## src/rtl/chicken_pkg.sv

```systemverilog
// -----------------------------------------------------------------------------
// chicken_pkg
// Shared definitions for the chicken-race game-control blocks
// (turn_sequencer, card_table, check_win).
//   - animal codes 0..5 printed on the cards and track tiles
//   - turn_sequencer FSM state encoding
//   - default player / card counts shared with check_win
//   - LFSR step used by the optional card shuffle (CARD_SHUFFLE_EN)
// -----------------------------------------------------------------------------
package chicken_pkg;

  localparam int NUM_PLAYERS_DEF = 4;
  localparam int NUM_CARDS_DEF   = 12;
  localparam int ANIMAL_W_DEF    = 3;
  localparam int NUM_ANIMALS     = 6;

  localparam logic [2:0] ANIMAL_HEN   = 3'd0;
  localparam logic [2:0] ANIMAL_FOX   = 3'd1;
  localparam logic [2:0] ANIMAL_EGG   = 3'd2;
  localparam logic [2:0] ANIMAL_WORM  = 3'd3;
  localparam logic [2:0] ANIMAL_SNAIL = 3'd4;
  localparam logic [2:0] ANIMAL_PIG   = 3'd5;

  // Step count saturates here; N is a 5-bit output.
  localparam logic [4:0] N_MAX = 5'd31;

  localparam logic [15:0] LFSR_SEED = 16'hACE1;

  typedef enum logic [2:0] {
    ST_IDLE,
    ST_WAIT_PICK,
    ST_REVEAL,
    ST_JUDGE,
    ST_ADVANCE,
    ST_WAIT_WIN,
    ST_NEXT_TURN,
    ST_GAME_OVER
  } state_e;

  // Fibonacci LFSR, polynomial x^16 + x^14 + x^13 + x^11 + 1 (maximal length).
  function automatic logic [15:0] lfsr_step(input logic [15:0] v);
    return {v[14:0], v[15] ^ v[13] ^ v[12] ^ v[10]};
  endfunction

endpackage

```

## src/rtl/turn_sequencer_if.sv

```systemverilog
// -----------------------------------------------------------------------------
// turn_sequencer_if
// Player-input / game-output bundle of turn_sequencer.
//   start, pick_valid, pick_idx[3:0]   player controls
//   tile_animal[ANIMAL_W-1:0]          tile ahead of the current chicken
//   W                                  win flag from check_win
//   T[1:0], N[4:0], B                  turn / step / advance triple to check_win
//   reveal_en, reveal_idx[3:0]         card display control
//   game_over                          held after a win
// Modports: master drives the controls and observes the outputs (board side);
//           slave is the sequencer itself.
// -----------------------------------------------------------------------------
interface turn_sequencer_if #(
  parameter int ANIMAL_W = chicken_pkg::ANIMAL_W_DEF
);
  logic                start;
  logic                pick_valid;
  logic [3:0]          pick_idx;
  logic [ANIMAL_W-1:0] tile_animal;
  logic                W;
  logic [1:0]          T;
  logic [4:0]          N;
  logic                B;
  logic                reveal_en;
  logic [3:0]          reveal_idx;
  logic                game_over;

  modport master (
    output start, pick_valid, pick_idx, tile_animal, W,
    input  T, N, B, reveal_en, reveal_idx, game_over
  );

  modport slave (
    input  start, pick_valid, pick_idx, tile_animal, W,
    output T, N, B, reveal_en, reveal_idx, game_over
  );
endinterface

```

## src/rtl/card_table.sv

```systemverilog
// -----------------------------------------------------------------------------
// card_table
// Combinational card layout: card index -> animal printed on its face.
// Card i carries animal (i mod 6), so each animal appears twice on 12 cards.
//   card_idx[3:0]            physical (or shuffled) card index
//   animal[ANIMAL_W-1:0]     animal code from chicken_pkg
// -----------------------------------------------------------------------------
module card_table
  import chicken_pkg::*;
#(
  parameter int ANIMAL_W = ANIMAL_W_DEF
) (
  input  logic [3:0]          card_idx,
  output logic [ANIMAL_W-1:0] animal
);

  logic [2:0] code;

  // NOTE: a default assignment ahead of the case keeps this purely
  // combinational; any path leaving code unassigned would infer a latch.
  always_comb begin
    code = ANIMAL_HEN;
    case (card_idx)
      4'd0,  4'd6,  4'd12: code = ANIMAL_HEN;
      4'd1,  4'd7,  4'd13: code = ANIMAL_FOX;
      4'd2,  4'd8,  4'd14: code = ANIMAL_EGG;
      4'd3,  4'd9,  4'd15: code = ANIMAL_WORM;
      4'd4,  4'd10:        code = ANIMAL_SNAIL;
      4'd5,  4'd11:        code = ANIMAL_PIG;
      default:             code = ANIMAL_HEN;
    endcase
  end

  assign animal = ANIMAL_W'(code);

endmodule

```

## src/rtl/turn_sequencer.sv

```systemverilog
// -----------------------------------------------------------------------------
// turn_sequencer
// Runs player turns of the chicken-race game: accepts a face-down card pick,
// shows it for REVEAL_CYCLES clocks, compares its animal against the tile in
// front of the current chicken, and either emits an advance (T, N, B) to
// check_win or passes the turn on. A win reported on W ends the game.
//
// Ports:
//   clk        system clock, rising edge
//   rst        asynchronous, active-high reset
//   bus        turn_sequencer_if.slave (controls in, game outputs out)
//
// Build option:
//   CARD_SHUFFLE_EN  defined: a free-running 16-bit LFSR picks a per-game
//                    rotation of the card layout, latched on start.
//                    undefined: fixed layout, card i shows animal i mod 6.
// -----------------------------------------------------------------------------
module turn_sequencer
  import chicken_pkg::*;
#(
  parameter int NUM_PLAYERS   = NUM_PLAYERS_DEF,
  parameter int NUM_CARDS     = NUM_CARDS_DEF,
  parameter int REVEAL_CYCLES = 50_000_000,
  parameter int ANIMAL_W      = ANIMAL_W_DEF
) (
  input logic             clk,
  input logic             rst,
  turn_sequencer_if.slave bus
);

  localparam int                 TIMER_W    = $clog2(REVEAL_CYCLES + 1);
  localparam logic [TIMER_W-1:0] TIMER_LAST = TIMER_W'(REVEAL_CYCLES - 1);
  localparam logic [1:0]         T_LAST     = 2'(NUM_PLAYERS - 1);
  localparam logic [4:0]         CARDS_5    = 5'(NUM_CARDS);

  state_e                state, state_next;
  logic [TIMER_W-1:0]    timer;
  logic [NUM_CARDS-1:0]  used_mask;
  logic [ANIMAL_W-1:0]   card_animal;
  logic [ANIMAL_W-1:0]   pick_animal;
  logic [3:0]            table_idx;
  logic [1:0]            turn;
  logic [4:0]            steps;
  logic [3:0]            shown_idx;

  logic game_start;
  logic pick_ok;
  logic pick_accept;
  logic is_match;
  logic mask_full;

  // ---------------------------------------------------------------------------
  // Pick qualification
  // ---------------------------------------------------------------------------
  logic [15:0] mask_ext;
  assign mask_ext  = 16'(used_mask);
  assign pick_ok   = ({1'b0, bus.pick_idx} < CARDS_5) && !mask_ext[bus.pick_idx];
  assign mask_full = &used_mask;

  assign game_start  = bus.start && ((state == ST_IDLE) || (state == ST_GAME_OVER));
  assign pick_accept = (state == ST_WAIT_PICK) && bus.pick_valid && pick_ok;

`ifdef CARD_SHUFFLE_EN
  // ---------------------------------------------------------------------------
  // Layout rotation: reveal_idx stays physical, only the animal lookup moves.
  // ---------------------------------------------------------------------------
  logic [15:0] lfsr;
  logic [3:0]  offset;
  logic [4:0]  rot_sum;

  always_ff @(posedge clk or posedge rst) begin
    if (rst) begin
      lfsr   <= LFSR_SEED;
      offset <= '0;
    end else begin
      lfsr <= lfsr_step(lfsr);
      if (game_start) offset <= 4'(lfsr % 16'(NUM_CARDS));
    end
  end

  // Single conditional subtract is enough: both terms are below NUM_CARDS
  // whenever the pick is accepted.
  assign rot_sum   = {1'b0, bus.pick_idx} + {1'b0, offset};
  assign table_idx = (rot_sum >= CARDS_5) ? 4'(rot_sum - CARDS_5) : rot_sum[3:0];
`else
  assign table_idx = bus.pick_idx;
`endif

  card_table #(
    .ANIMAL_W (ANIMAL_W)
  ) u_card_table (
    .card_idx (table_idx),
    .animal   (pick_animal)
  );

  assign is_match = (card_animal == bus.tile_animal);

  // ---------------------------------------------------------------------------
  // FSM state register
  // ---------------------------------------------------------------------------
  // NOTE: sequential state uses non-blocking assignments so every register
  // samples pre-edge values regardless of statement order.
  always_ff @(posedge clk or posedge rst) begin
    if (rst) state <= ST_IDLE;
    else     state <= state_next;
  end

  // ---------------------------------------------------------------------------
  // FSM next-state
  // ---------------------------------------------------------------------------
  always_comb begin
    state_next = state;
    case (state)
      ST_IDLE:      if (bus.start) state_next = ST_WAIT_PICK;
      ST_WAIT_PICK: if (pick_accept) state_next = ST_REVEAL;
      ST_REVEAL:    if (timer == TIMER_LAST) state_next = ST_JUDGE;
      ST_JUDGE:     state_next = is_match ? ST_ADVANCE : ST_NEXT_TURN;
      ST_ADVANCE:   state_next = ST_WAIT_WIN;
      ST_WAIT_WIN: begin
        if (bus.W)          state_next = ST_GAME_OVER;
        else if (mask_full) state_next = ST_NEXT_TURN;
        else                state_next = ST_WAIT_PICK;
      end
      ST_NEXT_TURN: state_next = ST_WAIT_PICK;
      ST_GAME_OVER: if (bus.start) state_next = ST_WAIT_PICK;
      default:      state_next = ST_IDLE;
    endcase
  end

  // ---------------------------------------------------------------------------
  // Turn datapath: player, step count, used cards, revealed card, reveal timer
  // ---------------------------------------------------------------------------
  // NOTE: the used-card mask is a flag register, not storage, so it is reset
  // along with the rest of the turn state.
  always_ff @(posedge clk or posedge rst) begin
    if (rst) begin
      turn        <= '0;
      steps       <= '0;
      used_mask   <= '0;
      shown_idx   <= '0;
      card_animal <= '0;
      timer       <= '0;
    end else begin
      case (state)
        ST_IDLE, ST_GAME_OVER: begin
          if (game_start) begin
            turn      <= '0;
            steps     <= '0;
            used_mask <= '0;
          end
        end
        ST_WAIT_PICK: begin
          if (pick_accept) begin
            shown_idx   <= bus.pick_idx;
            card_animal <= pick_animal;
            used_mask   <= used_mask | NUM_CARDS'(16'd1 << bus.pick_idx);
            timer       <= '0;
          end
        end
        ST_REVEAL: timer <= timer + TIMER_W'(1);
        ST_JUDGE: begin
          if (is_match && (steps != N_MAX)) steps <= steps + 5'd1;
        end
        ST_NEXT_TURN: begin
          turn      <= (turn == T_LAST) ? 2'd0 : turn + 2'd1;
          steps     <= '0;
          used_mask <= '0;
        end
        default: ;
      endcase
    end
  end

  // ---------------------------------------------------------------------------
  // Outputs: strobes decode straight from the registered state
  // ---------------------------------------------------------------------------
  assign bus.T          = turn;
  assign bus.N          = steps;
  assign bus.B          = (state == ST_ADVANCE);
  assign bus.reveal_en  = (state == ST_REVEAL);
  assign bus.reveal_idx = shown_idx;
  assign bus.game_over  = (state == ST_GAME_OVER);

endmodule

```

## src/flat_wrapper.sv

```systemverilog
// flat-port wrapper written by rule: the top's interface ports become plain ports
module turn_sequencer_flat import chicken_pkg::*;
#(
  parameter int NUM_PLAYERS   = NUM_PLAYERS_DEF,
  parameter int NUM_CARDS     = NUM_CARDS_DEF,
  parameter int REVEAL_CYCLES = 50_000_000,
  parameter int ANIMAL_W      = ANIMAL_W_DEF
)
  (clk, rst, bus_start, bus_pick_valid, bus_pick_idx, bus_tile_animal, bus_W, bus_T, bus_N, bus_B, bus_reveal_en, bus_reveal_idx, bus_game_over);
  turn_sequencer_if #(.ANIMAL_W(ANIMAL_W)) bus_i ();
  input logic clk;
  input logic rst;
  input wire logic [$bits(bus_i.start)-1:0] bus_start;
  input wire logic [$bits(bus_i.pick_valid)-1:0] bus_pick_valid;
  input wire logic [$bits(bus_i.pick_idx)-1:0] bus_pick_idx;
  input wire logic [$bits(bus_i.tile_animal)-1:0] bus_tile_animal;
  input wire logic [$bits(bus_i.W)-1:0] bus_W;
  output wire logic [$bits(bus_i.T)-1:0] bus_T;
  output wire logic [$bits(bus_i.N)-1:0] bus_N;
  output wire logic [$bits(bus_i.B)-1:0] bus_B;
  output wire logic [$bits(bus_i.reveal_en)-1:0] bus_reveal_en;
  output wire logic [$bits(bus_i.reveal_idx)-1:0] bus_reveal_idx;
  output wire logic [$bits(bus_i.game_over)-1:0] bus_game_over;
  assign bus_i.start = bus_start;
  assign bus_i.pick_valid = bus_pick_valid;
  assign bus_i.pick_idx = bus_pick_idx;
  assign bus_i.tile_animal = bus_tile_animal;
  assign bus_i.W = bus_W;
  assign bus_T = bus_i.T;
  assign bus_N = bus_i.N;
  assign bus_B = bus_i.B;
  assign bus_reveal_en = bus_i.reveal_en;
  assign bus_reveal_idx = bus_i.reveal_idx;
  assign bus_game_over = bus_i.game_over;
  turn_sequencer #(.NUM_PLAYERS(NUM_PLAYERS), .NUM_CARDS(NUM_CARDS), .REVEAL_CYCLES(REVEAL_CYCLES), .ANIMAL_W(ANIMAL_W)) u_core (.clk(clk), .rst(rst), .bus(bus_i));
endmodule
```

## config.mk

```make
export PLATFORM = sky130hd
export DESIGN_NAME = turn_sequencer_flat
export DESIGN_NICKNAME = d
export VERILOG_FILES = /design/src/rtl/chicken_pkg.sv /design/src/rtl/turn_sequencer_if.sv /design/src/rtl/card_table.sv /design/src/rtl/turn_sequencer.sv /design/src/flat_wrapper.sv
export SDC_FILE = /design/constraint.sdc
export NUM_CORES = 1
export LEC_CHECK = 0
export CORE_MARGIN = 2
export CORE_UTILIZATION = 35
export CTS_CLUSTER_DIAMETER = 60
export DETAILED_ROUTE_END_ITERATION = 16
export GPL_TIMING_DRIVEN = 0
export HOLD_SLACK_MARGIN = 0.03
export PLACE_DENSITY = 0.59
export SLEW_MARGIN = 20
export SYNTH_ARGS = -nofsm -noshare
export SYNTH_HDL_FRONTEND = slang
export SYNTH_HIERARCHICAL = 1
export SYNTH_SLANG_ARGS = --single-unit
```

## constraint.sdc

```tcl
create_clock -name clk -period 5.8 [get_ports clk]
set_clock_uncertainty 0.15 [all_clocks]
set_input_delay 1.16 -clock clk [delete_from_list [all_inputs] [get_ports clk]]
set_output_delay 1.16 -clock clk [all_outputs]
set_load 0.005 [all_outputs]
```

==> impl_metrics.csv <==
group,metric,value,unit
timing,drv_slew,0,
route,drcViolationCount,0,
timing,slew_headroom,50.7,%
synthesis,synth_top_family_by_area,"simple AND/OR/NAND/NOR gates",
die,coreArea,0.00868,mm²
hold_path,hold_path_depth,1,
critical_path,reg2reg_to,"u_core/bus.N[3]$_DFFE_PP0P_",
synthesis,synth_xor_area_share,1.68,%
route,first_pass_iters,4,
synthesis,netlist_area,0.00313,mm²
die,boundaryPins,26,
die,std_cell_rows,34,
grt,antenna_found_initial,0,
grt,use_met1,20.4,%
layout,multi_input_comb_area,0.00160,mm²
layout,layout-drive-gt1-share,13.5,%
synthesis,synth_compound_area_share,16.7,%
die,die_y,98.5,µm
hold_path,hold_path_class,"flop to flop",
grt,grt_pass1_wl,12100,µm
grt,grt-busiest-layer,"met2",
power,total_power,1370,µW
timing,min_period,3.36,ns
power,p_comb_share,35.9,%
power,p_leak,0.00155,µW
grt,grt_max_degree,56,
critical_path,worstPathMaxFanout,8,
synthesis,yosys.area_share.simple,24.4,%
route,drt_wl_total,6950,µm
synthesis,syn-instance-count,336,
synthesis,synthMuxAreaShare,6.04,%
grt,overflow,0,
synthesis,syn_nets,354,
critical_path,crit_chain,"or3b_1, clkbuf_1, clkinv_1, clkdlybuf4s50_1",
cts,cts_setup_buffers,0,
die,dieArea,0.00971,mm²
power,p_int,839,µW
timing,tns,0,ns
grt,grt_use_met3,4.04,%
cts,clkTransAtPathRegs,0.10,ns
route,drtAntennaViolNets,0,
power,seqPwrFrac,46.5,%
timing,tightest_slew,0.733,ns
layout,final_nets,387,
outcome,status,"finished clean",
placement,place_area,0.00354,mm²
placement,place.gp.congestion,0.837,
cts,cts_tree,"done",
power,p_clk_share,17.6,%
die,die_w,98.5,µm
synthesis,avgSynthCellArea,9.31,µm²
cts,cts.sinks,55,
critical_path,critical_path.endpoint,"bus_reveal_en",
timing,max_clock_freq,0.297,GHz
layout,post-route-util,42.0,%
synthesis,yosysUniqueCellTypes,49,
layout,design_area,0.00365,mm²
synthesis,yosysWarnings,6,
die,start_util,36.0,%
critical_path,cp_slowest_cell,"clkdlybuf4s50_1",
layout,seq_area,0.00138,mm²
grt,grt_usage,15.0,%
placement,post-place-ws,2.11,ns
synthesis,synth_fa_ha_area_share,2.40,%
layout,areaGrowthSynthToFinish,16.6,%
synthesis,seq_area_frac_synth,44.0,%
critical_path,cp-startpoint,"u_core/state[2]$_DFFE_PP0P_",
layout,fillers,889,
route,routedWlPerCell,14.5,µm
timing,rsz0062_at_grt,"no",
power,switching_power,530,µW
critical_path,rr_worst_depth,8,
power,powerDensity,375,mW/mm²
power,switching_share,38.7,%
cts,h-tree-depth,2,
cts,cts_made_buffers,5,
route,routed_via_density,5.35,
cts,cts_hold_repair.buffers,0,
critical_path,required,4.49,ns
critical_path,end_kind,"primary output",
critical_path,r2r_start,"u_core/bus.N[0]$_DFFE_PP0P_",
critical_path,cpPeakStageDelay,0.53,ns
timing,setup_slack,2.44,ns
synthesis,synth-edff-count,0,
cts,ctsResizeCount,0,
critical_path,critPathLaunchType,"flop",
critical_path,reg2reg_slack,3.28,ns
cts,cts_root_buf,"clkbuf_8",
route,via_count,2556,
synthesis,ys.flop_type,"dfrtp_1",
placement,io_buffers,25,
timing,finalHoldViolCount,0,
flow_run,cap_violations,0,
critical_path,worst-setup-path-type,"flop to primary output",
power,irDropWorstVdd,180,µV
synthesis,async_flop_share,100,%
cts,worstSkewPairLatency,0.31,ns
grt,gr-usage-met2,24.1,%
cts,cts_buffer_depth,2,
timing,finalCritPeriodShare,58.0,%
timing,finalSetupViolCount,0,
synthesis,yosys_register_bits,55,
critical_path,crit_arrival,2.05,ns
placement,dp_hpwl,4890,µm
layout,antenna_cells,0,
route,drt_iter0_drc,43,
grt,grt_pass1_vias,2552,
-- synth_stat cells, types with 4 or more instances --
cell type | n | area (µm²)
nor4_1 | 7 | 43.8
nor2_1 | 32 | 120
a32o_1 | 4 | 40.0
xor2_1 | 4 | 35.0
ha_1 | 6 | 75.1
o21ai_0 | 22 | 110
a22o_1 | 4 | 35.0
buf_2 | 4 | 20.0
and3_1 | 7 | 43.8
mux2_2 | 11 | 124
dfrtp_1 | 55 | 1380
o31ai_1 | 4 | 30.0
o21bai_2 | 9 | 101
clkbuf_1 | 5 | 18.8
a21oi_1 | 10 | 50.1
inv_1 | 12 | 45.0
nand3_1 | 12 | 60.1
nor3_1 | 8 | 40.0
nand2b_1 | 4 | 25.0
nand4_1 | 17 | 106
o21bai_1 | 4 | 30.0
nand2_1 | 48 | 180
mux2i_1 | 5 | 50.1
nor2b_1 | 6 | 37.5
-- cells by family after synthesis --
family / Yosys count
muxes: 17
AOI/OAI and AO/OA: 69
adders and majority gates: 6
and+or+nand+nor: 155
buffers and inverters: 28
xor gates and xnor gates: 6
DFF: 55
-- registers in the layout (all words and copies together) (netlist names) --
signal                 cells
u_core/timer              26
u_core/used_mask          12
u_core/bus.N               5
u_core/bus.reveal_idx      4
u_core/card_animal         3
u_core/state               3
u_core/bus.T               2
-- power by group through the flow --
stage / combinational [µW] / clock [µW] / sequential (µW)
4_1_cts: 495 / 250 / 637
3_3_place_gp: 479 / 0 / 642
5_1_grt: 558 / 266 / 661
3_5_place_dp: 494 / 0 / 644
6_report: 492 / 240 / 637
2_1_floorplan: 345 / 0 / 612
-- metrics by stage --
step	std cells	hold slack (ns)
after floorplan	336	0.304
after global placement	469	0.344
after detailed placement	470	0.349
after CTS	478	0.373
after global routing	478	0.382
final	478	0.370
-- metal layers --
metal	part of all wire [%]	up-vias
met3	3.4	2
met5	0	-
met1	49	1241
li1	-	1271
met2	47	42
met4	0.52	0
-- placed cells by master, fill, tap and decap left out, types with 4 or more instances in the layout --
master	count
ha_1	6
nor2_1	32
clkdlybuf4s50_1	25
dfrtp_1	55
nand2_1	48
nand2b_1	4
and3_1	7
o21ai_0	22
nor2b_1	6
o31ai_1	4
xor2_1	4
a21oi_1	10
clkbuf_1	5
a22o_1	4
buf_2	4
o21bai_1	4
clkbuf_8	7
mux2_2	11
nor3_1	8
inv_1	11
nor4_1	7
a32o_1	4
nand3_1	12
mux2i_1	5
nand4_1	17
o21bai_2	9
-- layout make-up --
cell class                 count  area share (%)
clock buffer                   7            2.64
sequential                    55            37.7
inverter                      14            1.51
tap                          108            3.71
multi-input combinational    253            43.9
timing repair buffer          26            7.62
clock inverter                 1           0.206
buffer                        14            2.64
-- how the worst min path moves through the flow --
| stage | to | start | slack, ns |
|---|---|---|---|
| global placement | u_core/bus.reveal_idx[0]$_DFFE_PP0P_ | u_core/bus.reveal_idx[0]$_DFFE_PP0P_ | 0.34 |
| detailed placement | u_core/bus.reveal_idx[1]$_DFFE_PP0P_ | u_core/bus.reveal_idx[1]$_DFFE_PP0P_ | 0.35 |
| CTS | u_core/timer[22]$_DFFE_PP0P_ | u_core/timer[22]$_DFFE_PP0P_ | 0.37 |
| floorplan | u_core/timer[22]$_DFFE_PP0P_ | u_core/timer[22]$_DFFE_PP0P_ | 0.30 |
| global route | u_core/timer[22]$_DFFE_PP0P_ | u_core/timer[22]$_DFFE_PP0P_ | 0.38 |
| finish | u_core/bus.reveal_idx[1]$_DFFE_PP0P_ | u_core/bus.reveal_idx[1]$_DFFE_PP0P_ | 0.37 |
-- worst max-delay path, delay by kind of cell, from the launching register on --
family	cells	cell delay [ns]
buf+inv	3	0.91
flops	1	0.44
simple gates	1	0.40
Power figures use the tool's default switching activity.
